<file path="config.mk">
export PLATFORM = sky130hd
export DESIGN_NAME = multicycle_sequencer_flat
export DESIGN_NICKNAME = d
export VERILOG_FILES = /design/src/rtl/core_pkg.sv /design/src/rtl/multicycle_sequencer_if.sv /design/src/rtl/sequencer_watchdog.sv /design/src/rtl/multicycle_sequencer.sv /design/src/flat_wrapper.sv
export SDC_FILE = /design/constraint.sdc
export NUM_CORES = 1
export LEC_CHECK = 0
export BUFFER_PORTS_ARGS = -buffer_cell sky130_fd_sc_hd__buf_2
export CAP_MARGIN = 20
export CORE_UTILIZATION = 51
export DETAILED_ROUTE_END_ITERATION = 8
export PLACE_DENSITY = 0.8
export SLEW_MARGIN = 5
export SYNTH_ARGS = -nofsm -noshare
export SYNTH_HDL_FRONTEND = slang
export SYNTH_SLANG_ARGS = --single-unit
</file>
<file path="constraint.sdc">
create_clock -name clk -period 2.1 [get_ports clk]
set_input_delay 0.21 -clock clk [delete_from_list [all_inputs] [get_ports clk]]
set_output_delay 0.21 -clock clk [all_outputs]
set_load 0.05 [all_outputs]
</file>
<file path="src/rtl/core_pkg.sv">
// Shared definitions for the multi-cycle core: opcodes, sequencer states, fault codes.
// Latency: none (constants, types and one pure function).
// Backpressure: not applicable.
package core_pkg;

  localparam logic [6:0] OP_R     = 7'b0110011;
  localparam logic [6:0] OP_I     = 7'b0010011;
  localparam logic [6:0] OP_JALR  = 7'b1100111;
  localparam logic [6:0] OP_LUI   = 7'b0110111;
  localparam logic [6:0] OP_AUIPC = 7'b0010111;
  localparam logic [6:0] OP_JAL   = 7'b1101111;
  localparam logic [6:0] OP_LOAD  = 7'b0000011;
  localparam logic [6:0] OP_STORE = 7'b0100011;

  // addi x0, x0, 0
  localparam logic [31:0] NOP_INSN = 32'h0000_0013;

  localparam logic [1:0] FAULT_NONE          = 2'd0;
  localparam logic [1:0] FAULT_ILLEGAL       = 2'd1;
  localparam logic [1:0] FAULT_FETCH_TIMEOUT = 2'd2;
  localparam logic [1:0] FAULT_DATA_TIMEOUT  = 2'd3;

  typedef enum logic [2:0] {
    FETCH_REQ,
    FETCH_WAIT,
    DECODE,
    EXECUTE,
    MEM_REQ,
    MEM_WAIT,
    WRITEBACK,
    TRAP
  } state_t;

  function automatic logic opcode_legal(input logic [6:0] op);
    return (op == OP_R)   || (op == OP_I)     || (op == OP_JALR) || (op == OP_LUI) ||
           (op == OP_AUIPC) || (op == OP_JAL) || (op == OP_LOAD) || (op == OP_STORE);
  endfunction

endpackage

</file>
<file path="src/rtl/multicycle_sequencer_if.sv">
// Instruction and data memory handshake bundle between the sequencer and the memories.
// Latency: none (wires only).
// Backpressure: valid/ready on requests, responses are valid-only.
interface multicycle_sequencer_if;
  logic        imem_req_valid;
  logic        imem_req_ready;
  logic        imem_resp_valid;
  logic [31:0] imem_resp_data;
  logic        dmem_req_valid;
  logic        dmem_req_write;
  logic        dmem_req_ready;
  logic        dmem_resp_valid;

  modport master (
    output imem_req_valid,
    input  imem_req_ready,
    input  imem_resp_valid,
    input  imem_resp_data,
    output dmem_req_valid,
    output dmem_req_write,
    input  dmem_req_ready,
    input  dmem_resp_valid
  );

  modport slave (
    input  imem_req_valid,
    output imem_req_ready,
    output imem_resp_valid,
    output imem_resp_data,
    input  dmem_req_valid,
    input  dmem_req_write,
    output dmem_req_ready,
    output dmem_resp_valid
  );
endinterface

</file>
<file path="src/rtl/sequencer_watchdog.sv">
// Counts stalled cycles; flags the cycle in which the count would reach all-ones.
// Latency: terminal is combinational from the registered count and enable.
// Backpressure: none; clear has priority over enable.
module sequencer_watchdog #(
  parameter int WIDTH = 8
) (
  input  logic clk,
  input  logic rst_n,
  input  logic clear,
  input  logic enable,
  output logic terminal
);
  // The last count before all-ones: the transition out of this cycle is the timeout.
  localparam logic [WIDTH-1:0] LAST = {{(WIDTH-1){1'b1}}, 1'b0};

  logic [WIDTH-1:0] count;

  // Stall counter: restarts on every state change, advances while stalled.
  always_ff @(posedge clk) begin
    if (!rst_n) begin
      count <= '0;
    end else if (clear) begin
      count <= '0;
    end else if (enable) begin
      count <= count + 1'b1;
    end
  end

  assign terminal = enable && (count == LAST);
endmodule

</file>
<file path="src/rtl/multicycle_sequencer.sv">
// Sequences fetch, decode, execute, optional data access and writeback for the core.
// Latency: 5 cycles per non-memory instruction, 7 per load/store with zero-wait memory.
// Backpressure: requests hold valid until ready; a watchdog traps a stalled memory.
module multicycle_sequencer
  import core_pkg::*;
#(
  parameter int TIMEOUT_WIDTH = 8,
  parameter int RETIRE_WIDTH  = 32
) (
  input  logic                    clk,
  input  logic                    rst_n,
  multicycle_sequencer_if.master  mem,
  output logic [31:0]             instruction,
  input  logic                    decode_register_write_enable,
  output logic                    register_write_enable,
  output logic                    pc_write_enable,
  output logic                    fault,
  output logic [1:0]              fault_code,
  output logic [RETIRE_WIDTH-1:0] retired_count
);
  state_t     state;
  state_t     state_next;
  logic [1:0] trap_code;
  logic [6:0] opcode;
  logic       is_load;
  logic       is_store;
  logic       wd_clear;
  logic       wd_enable;
  logic       wd_terminal;

  assign opcode    = instruction[6:0];
  assign is_load   = (opcode == OP_LOAD);
  assign is_store  = (opcode == OP_STORE);
  assign wd_enable = (state == FETCH_REQ) || (state == FETCH_WAIT) ||
                     (state == MEM_REQ)   || (state == MEM_WAIT);
  assign wd_clear  = (state_next != state);

  sequencer_watchdog #(.WIDTH(TIMEOUT_WIDTH)) u_watchdog (
    .clk      (clk),
    .rst_n    (rst_n),
    .clear    (wd_clear),
    .enable   (wd_enable),
    .terminal (wd_terminal)
  );

  // State register.
  always_ff @(posedge clk) begin
    if (!rst_n) begin
      state <= FETCH_REQ;
    end else begin
      state <= state_next;
    end
  end

  // Next state; a handshake in the terminal-count cycle is checked first so it wins.
  always_comb begin
    state_next = state;
    trap_code  = FAULT_NONE;
    case (state)
      FETCH_REQ: begin
        if (mem.imem_req_ready) begin
          state_next = FETCH_WAIT;
        end else if (wd_terminal) begin
          state_next = TRAP;
          trap_code  = FAULT_FETCH_TIMEOUT;
        end
      end
      FETCH_WAIT: begin
        if (mem.imem_resp_valid) begin
          state_next = DECODE;
        end else if (wd_terminal) begin
          state_next = TRAP;
          trap_code  = FAULT_FETCH_TIMEOUT;
        end
      end
      DECODE: begin
        if (opcode_legal(opcode)) begin
          state_next = EXECUTE;
        end else begin
          state_next = TRAP;
          trap_code  = FAULT_ILLEGAL;
        end
      end
      EXECUTE:   state_next = (is_load || is_store) ? MEM_REQ : WRITEBACK;
      MEM_REQ: begin
        if (mem.dmem_req_ready) begin
          state_next = MEM_WAIT;
        end else if (wd_terminal) begin
          state_next = TRAP;
          trap_code  = FAULT_DATA_TIMEOUT;
        end
      end
      MEM_WAIT: begin
        if (mem.dmem_resp_valid) begin
          state_next = WRITEBACK;
        end else if (wd_terminal) begin
          state_next = TRAP;
          trap_code  = FAULT_DATA_TIMEOUT;
        end
      end
      WRITEBACK: state_next = FETCH_REQ;
      TRAP:      state_next = TRAP;
      default:   state_next = FETCH_REQ;
    endcase
  end

  // Outputs decoded from state only, except the write strobe which passes the decoder's enable.
  always_comb begin
    mem.imem_req_valid    = 1'b0;
    mem.dmem_req_valid    = 1'b0;
    mem.dmem_req_write    = 1'b0;
    pc_write_enable       = 1'b0;
    register_write_enable = 1'b0;
    fault                 = 1'b0;
    case (state)
      FETCH_REQ: mem.imem_req_valid = 1'b1;
      MEM_REQ: begin
        mem.dmem_req_valid = 1'b1;
        mem.dmem_req_write = is_store;
      end
      WRITEBACK: begin
        pc_write_enable       = 1'b1;
        register_write_enable = is_load || (decode_register_write_enable && !is_store);
      end
      TRAP:      fault = 1'b1;
      default: ;
    endcase
  end

  // IR, retire counter and fault code; all frozen once trapped.
  always_ff @(posedge clk) begin
    if (!rst_n) begin
      instruction   <= NOP_INSN;
      retired_count <= '0;
      fault_code    <= FAULT_NONE;
    end else begin
      if (state == FETCH_WAIT && mem.imem_resp_valid) begin
        instruction <= mem.imem_resp_data;
      end
      if (state == WRITEBACK) begin
        retired_count <= retired_count + 1'b1;
      end
      if (state != TRAP && state_next == TRAP) begin
        fault_code <= trap_code;
      end
    end
  end
endmodule

</file>
<file path="src/flat_wrapper.sv">
// flat-port wrapper written by rule: the top's interface ports become plain ports
module multicycle_sequencer_flat import core_pkg::*;
#(
  parameter int TIMEOUT_WIDTH = 8,
  parameter int RETIRE_WIDTH  = 32
)
  (clk, rst_n, instruction, decode_register_write_enable, register_write_enable, pc_write_enable, fault, fault_code, retired_count, mem_imem_req_valid, mem_imem_req_ready, mem_imem_resp_valid, mem_imem_resp_data, mem_dmem_req_valid, mem_dmem_req_write, mem_dmem_req_ready, mem_dmem_resp_valid);
  multicycle_sequencer_if mem_i ();
  input  logic clk;
  input  logic rst_n;
  output logic [31:0] instruction;
  input  logic decode_register_write_enable;
  output logic register_write_enable;
  output logic pc_write_enable;
  output logic fault;
  output logic [1:0] fault_code;
  output logic [RETIRE_WIDTH-1:0] retired_count;
  output wire logic [$bits(mem_i.imem_req_valid)-1:0] mem_imem_req_valid;
  input wire logic [$bits(mem_i.imem_req_ready)-1:0] mem_imem_req_ready;
  input wire logic [$bits(mem_i.imem_resp_valid)-1:0] mem_imem_resp_valid;
  input wire logic [$bits(mem_i.imem_resp_data)-1:0] mem_imem_resp_data;
  output wire logic [$bits(mem_i.dmem_req_valid)-1:0] mem_dmem_req_valid;
  output wire logic [$bits(mem_i.dmem_req_write)-1:0] mem_dmem_req_write;
  input wire logic [$bits(mem_i.dmem_req_ready)-1:0] mem_dmem_req_ready;
  input wire logic [$bits(mem_i.dmem_resp_valid)-1:0] mem_dmem_resp_valid;
  assign mem_imem_req_valid = mem_i.imem_req_valid;
  assign mem_i.imem_req_ready = mem_imem_req_ready;
  assign mem_i.imem_resp_valid = mem_imem_resp_valid;
  assign mem_i.imem_resp_data = mem_imem_resp_data;
  assign mem_dmem_req_valid = mem_i.dmem_req_valid;
  assign mem_dmem_req_write = mem_i.dmem_req_write;
  assign mem_i.dmem_req_ready = mem_dmem_req_ready;
  assign mem_i.dmem_resp_valid = mem_dmem_resp_valid;
  multicycle_sequencer #(.TIMEOUT_WIDTH(TIMEOUT_WIDTH), .RETIRE_WIDTH(RETIRE_WIDTH)) u_core (.clk(clk), .rst_n(rst_n), .mem(mem_i), .instruction(instruction), .decode_register_write_enable(decode_register_write_enable), .register_write_enable(register_write_enable), .pc_write_enable(pc_write_enable), .fault(fault), .fault_code(fault_code), .retired_count(retired_count));
endmodule
</file>
==> impl_metrics.csv, run 1 <==
group,metric,value,unit
place,dpl_cell_area,4111,um^2
sta,fin_setup_tns,0,ns
run,drv_cap,0,
global_route,grt_pass1_wl,13400,um
floorplan,die_w,84.24,um
critical_path,crit_slowest_cell,"or4_4",
sta,relSlewSlack,64.95,%
drt,highest_layer,"met4",
sta,setup_viol,0,
drt,routed_via_density,5.211,
clock_network,cts_made_buffers,9,
clock_network,clkLatencyLatePin,0.35,ns
floorplan,initial_core_util,53.71,%
yosys,synth_xor_area_share,8.886,%
outcome,run_status,"complete, but fails checks",
clock_network,cts-root-buf,"clkbuf_8",
floorplan,die_area,7096,um^2
sta,worstMarginPinSlew,0.5226,ns
place,dp.cells,594,
yosys,ys_seq_area_share,44.69,%
yosys,synthDistinctLibCells,51,
drt,wl_met3,499,um
sta,fin_crit_sh,96.96,%
critical_path,worst_ep_required_time,1.89,ns
clock_network,h-tree-depth,3,
drt,antenna_left,0,
drt,route.detailed.drc,6,
pwr,irDropWorstVdd,0.6751,mV
yosys,synth_top_family_by_area,"simple AND/OR/NAND/NOR gates",
critical_path,critical-path-top-delay-family,"simple AND/OR/NAND/NOR gates",
clock_network,clk_pin_slew,0.08,ns
place,routabilityCongestion,0.8353,
drt,initialDrtViolationCount,123,
drt,vias,3184,
drt,met2_length,3898,um
critical_path,timing.critical_path.buf_inv,1,
outcome,violations,"DRC",
floorplan,core-area,6422,um^2
cells_and_area,drive_gt1_share,29.40,%
yosys,synth_seq_cells,77,
sta,final_max_slew_viol_count,0,
yosys,synth_fa_ha_area_share,1.088,%
critical_path,cp-start-kind,"flop",
yosys,ys.flop_type,"dfxtp_1",
yosys,postSynthCellCount,417,
drt,wl_per_cell,13.28,um
yosys,async_reset_ff_share,0,%
pwr,power_leakage,1.906,nW
yosys,synth_fp_nets,459,
pwr,total_power,4.737,mW
floorplan,rows,29,
cells_and_area,multi_input_area,1826,um^2
yosys,syn_area,3450,um^2
critical_path,crit_type,"reg -> out",
clock_network,cts_tree,"built",
sta,finClkSkew,0.01534,ns
yosys,synth_warnings,0,
clock_network,cts_sinks,77,
cells_and_area,layout.cells.non_filler,611,
yosys,synth.area.mux_share,0.5803,%
global_route,grt_pass1_vias,2987,
sta,rsz0062_at_grt,"false",
yosys,synth.avg_cell_area,8.272,um^2
sta,hold_ws,0.07468,ns
yosys,synth_edf_count,0,
critical_path,cp_cell_sequence,"or4_4 > nor2_4 > mux2i_1 > nor2_2 > buf_4",
sta,hold_violations,0,
drt,dr.pass1.iters,6,
drt,wl_met1,3587,um
drt,wirelength,8117,um
critical_path,critPathCaptureType,"output port",
critical_path,slowest_delay,0.56,ns
clock_network,ctsHoldBuffers,0,
sta,period_needed,2.036,ns
cells_and_area,fin_area,4374,um^2
place,hpwl,5778,um
cells_and_area,regArea,1550,um^2
hold_path,min_path_type,"in -> reg",
global_route,grt-ovfl-total,0,
place,io_buffers,110,
sta,setup_slack,0.06378,ns
global_route,grt_max_degree,34,
cells_and_area,nFillCells,551,
cells_and_area,layout.nets,571,
pwr,cellPowerDensity,1083,nW/um^2
floorplan,pin_count,111,
global_route,antenna_found_initial,0,
yosys,synth-compound-area-share,11.24,%
critical_path,crit_fanout,4,
cells_and_area,post-route-util,68.11,%
global_route,grtUsageTotal,23.28,%
clock_network,clock_path_buffers,2,
floorplan,die_y,84.24,um
cells_and_area,n_antenna_cell,0,
yosys,synth-simple-area-share,30.11,%
cells_and_area,syn2layout_area_growth,26.80,%
critical_path,arrival,1.83,ns
sta,fmax,0.4911,GHz
place,dp_slack,0.1290,ns
synth_stat cells, types with 2 or more instances:
cell,count,area (um^2)
nor3_4,2,32.53
dfxtp_1,77,1541
nor3b_1,2,15.01
and3_1,7,43.79
nor2b_1,8,50.05
nand4_1,7,43.79
a21oi_1,35,175.2
nand2b_1,2,12.51
nand2_1,91,341.6
and4b_1,3,30.03
nor4_1,2,12.51
xnor2_1,15,131.4
or3_1,2,12.51
inv_1,9,33.78
buf_2,4,20.02
o21ai_0,7,35.03
nand3_1,18,90.09
and2_1,7,43.79
nor3_1,6,30.03
mux2i_1,2,20.02
nor2_1,45,168.9
and4_1,3,26.28
xor2_1,20,175.2
clkbuf_1,14,52.55
ha_1,3,37.54
report_power, final:
group / internal, mW / switching (mW) / leakage [nW]
clock: 0.796 / 0.563 / 0.114
sequential: 1.61 / 0.126 / 0.626
combinational: 0.506 / 1.14 / 1.17
path summary, 6_finish.rpt:
kind | from | end | slack [ns] | depth (start not counted)
max | u_core.instruction[3] | register_write_enable | 0.06 | 5
min | mem_imem_resp_data[1] | u_core.instruction[1] | 0.07 | 3
max reg2reg | u_core.instruction[2] | u_core.fault_code[1] | 0.17 | 6
min reg2reg | u_core.instruction[23] | u_core.instruction[23] | 0.45 | 2
state kept, by name (all words and copies together) (netlist names):
register	flops
u_core.instruction	32
u_core.u_watchdog.count	8
u_core.fault_code	2
u_core.retired_count	32
u_core.state	3
routing by layer:
metal | vias to the layer above | track usage, %
li1 | 1620 | -
met2 | 89 | 39.34
met4 | 0 | 9.091
met5 | - | 0
met3 | 10 | 7.571
met1 | 1465 | 27.49
worst min-delay path, stage by stage:
cell	delay (ns)
buf_2	0.08
nand2_1	0.04
nand3_1	0.06
cells by family after synthesis:
kind of cell	Yosys count
AOI/OAI and AO/OA	58
xor gates and xnor gates	35
adders and majority gates	3
buffers and inverters	28
DFF	77
muxes	2
and+or+nand+nor	214
cell type report:
cell class | instances | share of cell area [%]
multi-input cells | 312 | 41.73
flip-flops and latches | 77 | 35.44
repair buffers | 120 | 14.42
clock buffers | 11 | 3.003
clock inverters | 5 | 2.431
well taps | 77 | 2.203
inverters | 9 | 0.7723
layout by cell type (no fill, tap or decap), types with 2 or more instances in the layout:
cell / synthesis / layout
nand4_1: 7 / 7
and4_1: 3 / 3
nor3_4: 2 / 2
dfxtp_1: 77 / 70
or3_1: 2 / 2
o21ai_0: 7 / 7
nand2b_1: 2 / 2
buf_2: 4 / 108
xor2_1: 20 / 20
and3_1: 7 / 7
and4b_1: 3 / 3
clkbuf_1: 14 / 2
a21oi_1: 35 / 35
mux2i_1: 2 / 2
nand3_1: 18 / 18
buf_4: 0 / 11
and2_1: 7 / 7
xnor2_1: 15 / 15
nor2b_1: 8 / 8
nand2_1: 91 / 91
bufinv_16: 0 / 3
inv_1: 9 / 8
nor3_1: 6 / 5
nor2_1: 45 / 43
dfxtp_2: 0 / 7
nor4_1: 2 / 2
nor3_2: 1 / 2
ha_1: 3 / 3
clkbuf_8: 0 / 9
what timing repair did:
action,4_1_cts,5_1_grt
gates resized for setup,3,5
setup buffers,0,1
endpoints found under the setup margin,1,7
pin swaps,0,1
Power figures use the tool's default switching activity.
==> run 2: changes to the inputs <==
Settings changed: CORE_MARGIN from default to 3.
==> run 2 against run 1 <==
- the flow now finishes without violations
- largest cell class unchanged
- cell count decreased by 0.49%
- worst setup slack improved by 0.011 ns
- hold slack gained 0.011 ns
- cell area decreased by 1.7%
- first-iteration DRC count is 72% higher
- die area grew 9.7%
- global-route usage down 1.1 points
- routed wire length rose by 5.4%
==> impl_metrics.csv, run 2 (same netlist as run 1, synthesis figures left out) <==
group,metric,value,unit
outcome,run_status,"finished, final reports clean",
floorplan,initial_core_util,53.41,%
global_route,grt_pass1_vias,3025,
critical_path,worst_ep_required_time,1.89,ns
cells_and_area,nFillCells,538,
critical_path,r2r-start,"u_core.state[1]",
floorplan,die_area,7786,um^2
sta,setup_viol,0,
floorplan,die_y,88.24,um
critical_path,critPathCaptureType,"output port",
sta,hold_ws,0.08560,ns
critical_path,timing.critical_path.buf_inv,1,
critical_path,crit_type,"reg -> out",
critical_path,arrival,1.82,ns
critical_path,crit_slowest_cell,"or4_4",
global_route,met3_usage,5.773,%
clock_network,cts_tree,"built",
critical_path,crit_fanout,4,
clock_network,clkLatencyLatePin,0.34,ns
critical_path,worstRegToRegCells,6,
place,io_buffers,110,
clock_network,clk_pin_slew,0.07,ns
sta,period_needed,2.025,ns
sta,hold_violations,0,
sta,relSlewSlack,67.68,%
drt,initialDrtViolationCount,212,
clock_network,cts-root-buf,"clkbuf_8",
critical_path,cp_cell_sequence,"or4_4 > nor2_4 > mux2i_1 > nor2_2 > buf_4",
drt,antenna_left,0,
sta,final_max_slew_viol_count,0,
drt,dr.pass1.iters,4,
floorplan,die_w,88.24,um
global_route,top_usage_layer,"met2",
sta,fin_crit_sh,96.44,%
cells_and_area,final_cell_mix,"buf_2, nand2_1, dfxtp_1",
pwr,power_leakage,1.878,nW
clock_network,cts_made_buffers,9,
drt,vias,3237,
sta,rsz0062_at_grt,"false",
critical_path,cp-startpoint,"u_core.instruction[3]",
place,hpwl,6359,um
clock_network,clock_path_buffers,2,
critical_path,critical-path-top-delay-family,"simple AND/OR/NAND/NOR gates",
global_route,antenna_found_initial,0,
sta,finClkSkew,0.01045,ns
pwr,cellPowerDensity,1034,nW/um^2
drt,wl_per_cell,14.08,um
cells_and_area,mostFrequentLayoutCell,"buf_2",
pwr,irDropWorstVdd,0.8279,mV
sta,fmax,0.4938,GHz
global_route,grtUsageTotal,22.21,%
sta,worstMarginPinSlew,0.4803,ns
clock_network,h-tree-depth,3,
hold_path,hp-start,"mem_imem_resp_data[0]",
hold_path,min_path_type,"in -> reg",
place,routabilityCongestion,0.8609,
cells_and_area,n_antenna_cell,0,
drt,routed_via_density,5.324,
global_route,met1_usage,27.94,%
critical_path,slowest_delay,0.58,ns
cells_and_area,syn2layout_area_growth,24.66,%
clock_network,ctsHoldBuffers,0,
drt,wirelength,8558,um
floorplan,core-area,6459,um^2
cells_and_area,post-route-util,66.58,%
critical_path,cp-start-kind,"flop",
cells_and_area,drive_gt1_share,28.44,%
cells_and_area,layout.nets,570,
global_route,grt_pass1_wl,13700,um
global_route,met2_usage,35.83,%
drt,route.detailed.drc,0,
hold_path,hold_depth,3,
global_route,grt_max_degree,35,
clock_network,cts_sinks,77,
place,dpl_cell_area,4111,um^2
critical_path,path_depth,5,
run,drv_cap,0,
cells_and_area,fin_area,4300,um^2
floorplan,pin_count,111,
global_route,grt-ovfl-total,0,
cells_and_area,largestRegisters,"u_core.instruction x32, u_core.retired_count x32, u_core.u_watchdog.count x8",
floorplan,rows,29,
==> run 2: final timing paths <==
check                           end  slack [ns]
min reg2reg  u_core.instruction[25]        0.45
max           register_write_enable        0.07
min           u_core.instruction[0]        0.09
max reg2reg    u_core.fault_code[0]        0.17
==> run 2: power by group <==
group | switching (mW) | internal, mW
Combinational | 1.17 | 0.510
Clock | 0.521 | 0.537
Sequential | 0.108 | 1.60
Total | 1.80 | 2.65
==> run 2: layout make-up <==
class	count	area, um^2	area share (%)
sequential	77	1545	35.93
tap	77	96.34	2.240
timing repair buffer	119	620.6	14.43
inverter	9	33.78	0.7856
clock buffer	10	127.6	2.968
clock inverter	4	51.30	1.193
multi-input combinational	312	1826	42.45
==> run 2: what timing repair did <==
action / CTS / global route
setup endpoints to repair: 1 / 2
setup buffers: 0 / 0
pin swaps: 0 / 1
resized for setup: 1 / 3
gates cloned: 0 / 0
==> run 2: metrics by stage <==
step                instances   TNS, ns  setup WS, ns  total power, mW
floorplan                 417  -0.07412      -0.07412            3.001
global placement          594         0        0.3035            3.365
detailed placement        594         0        0.2128            3.409
CTS                       608         0       0.01360            4.463
global route              608         0      0.007293            4.680
finish                    608         0       0.07474            4.447
==> run 2: tightest hold or removal path, stage by stage <==
cell     delay [ns]
buf_2          0.07
nand2_1        0.04
nand3_1        0.07
==> run 2: per-layer routing <==
layer	vias to the layer above	share of wire (%)
met1	1496	42
met3	15	7.0
met4	0	2.1
met5	-	0
met2	105	49
li1	1621	-
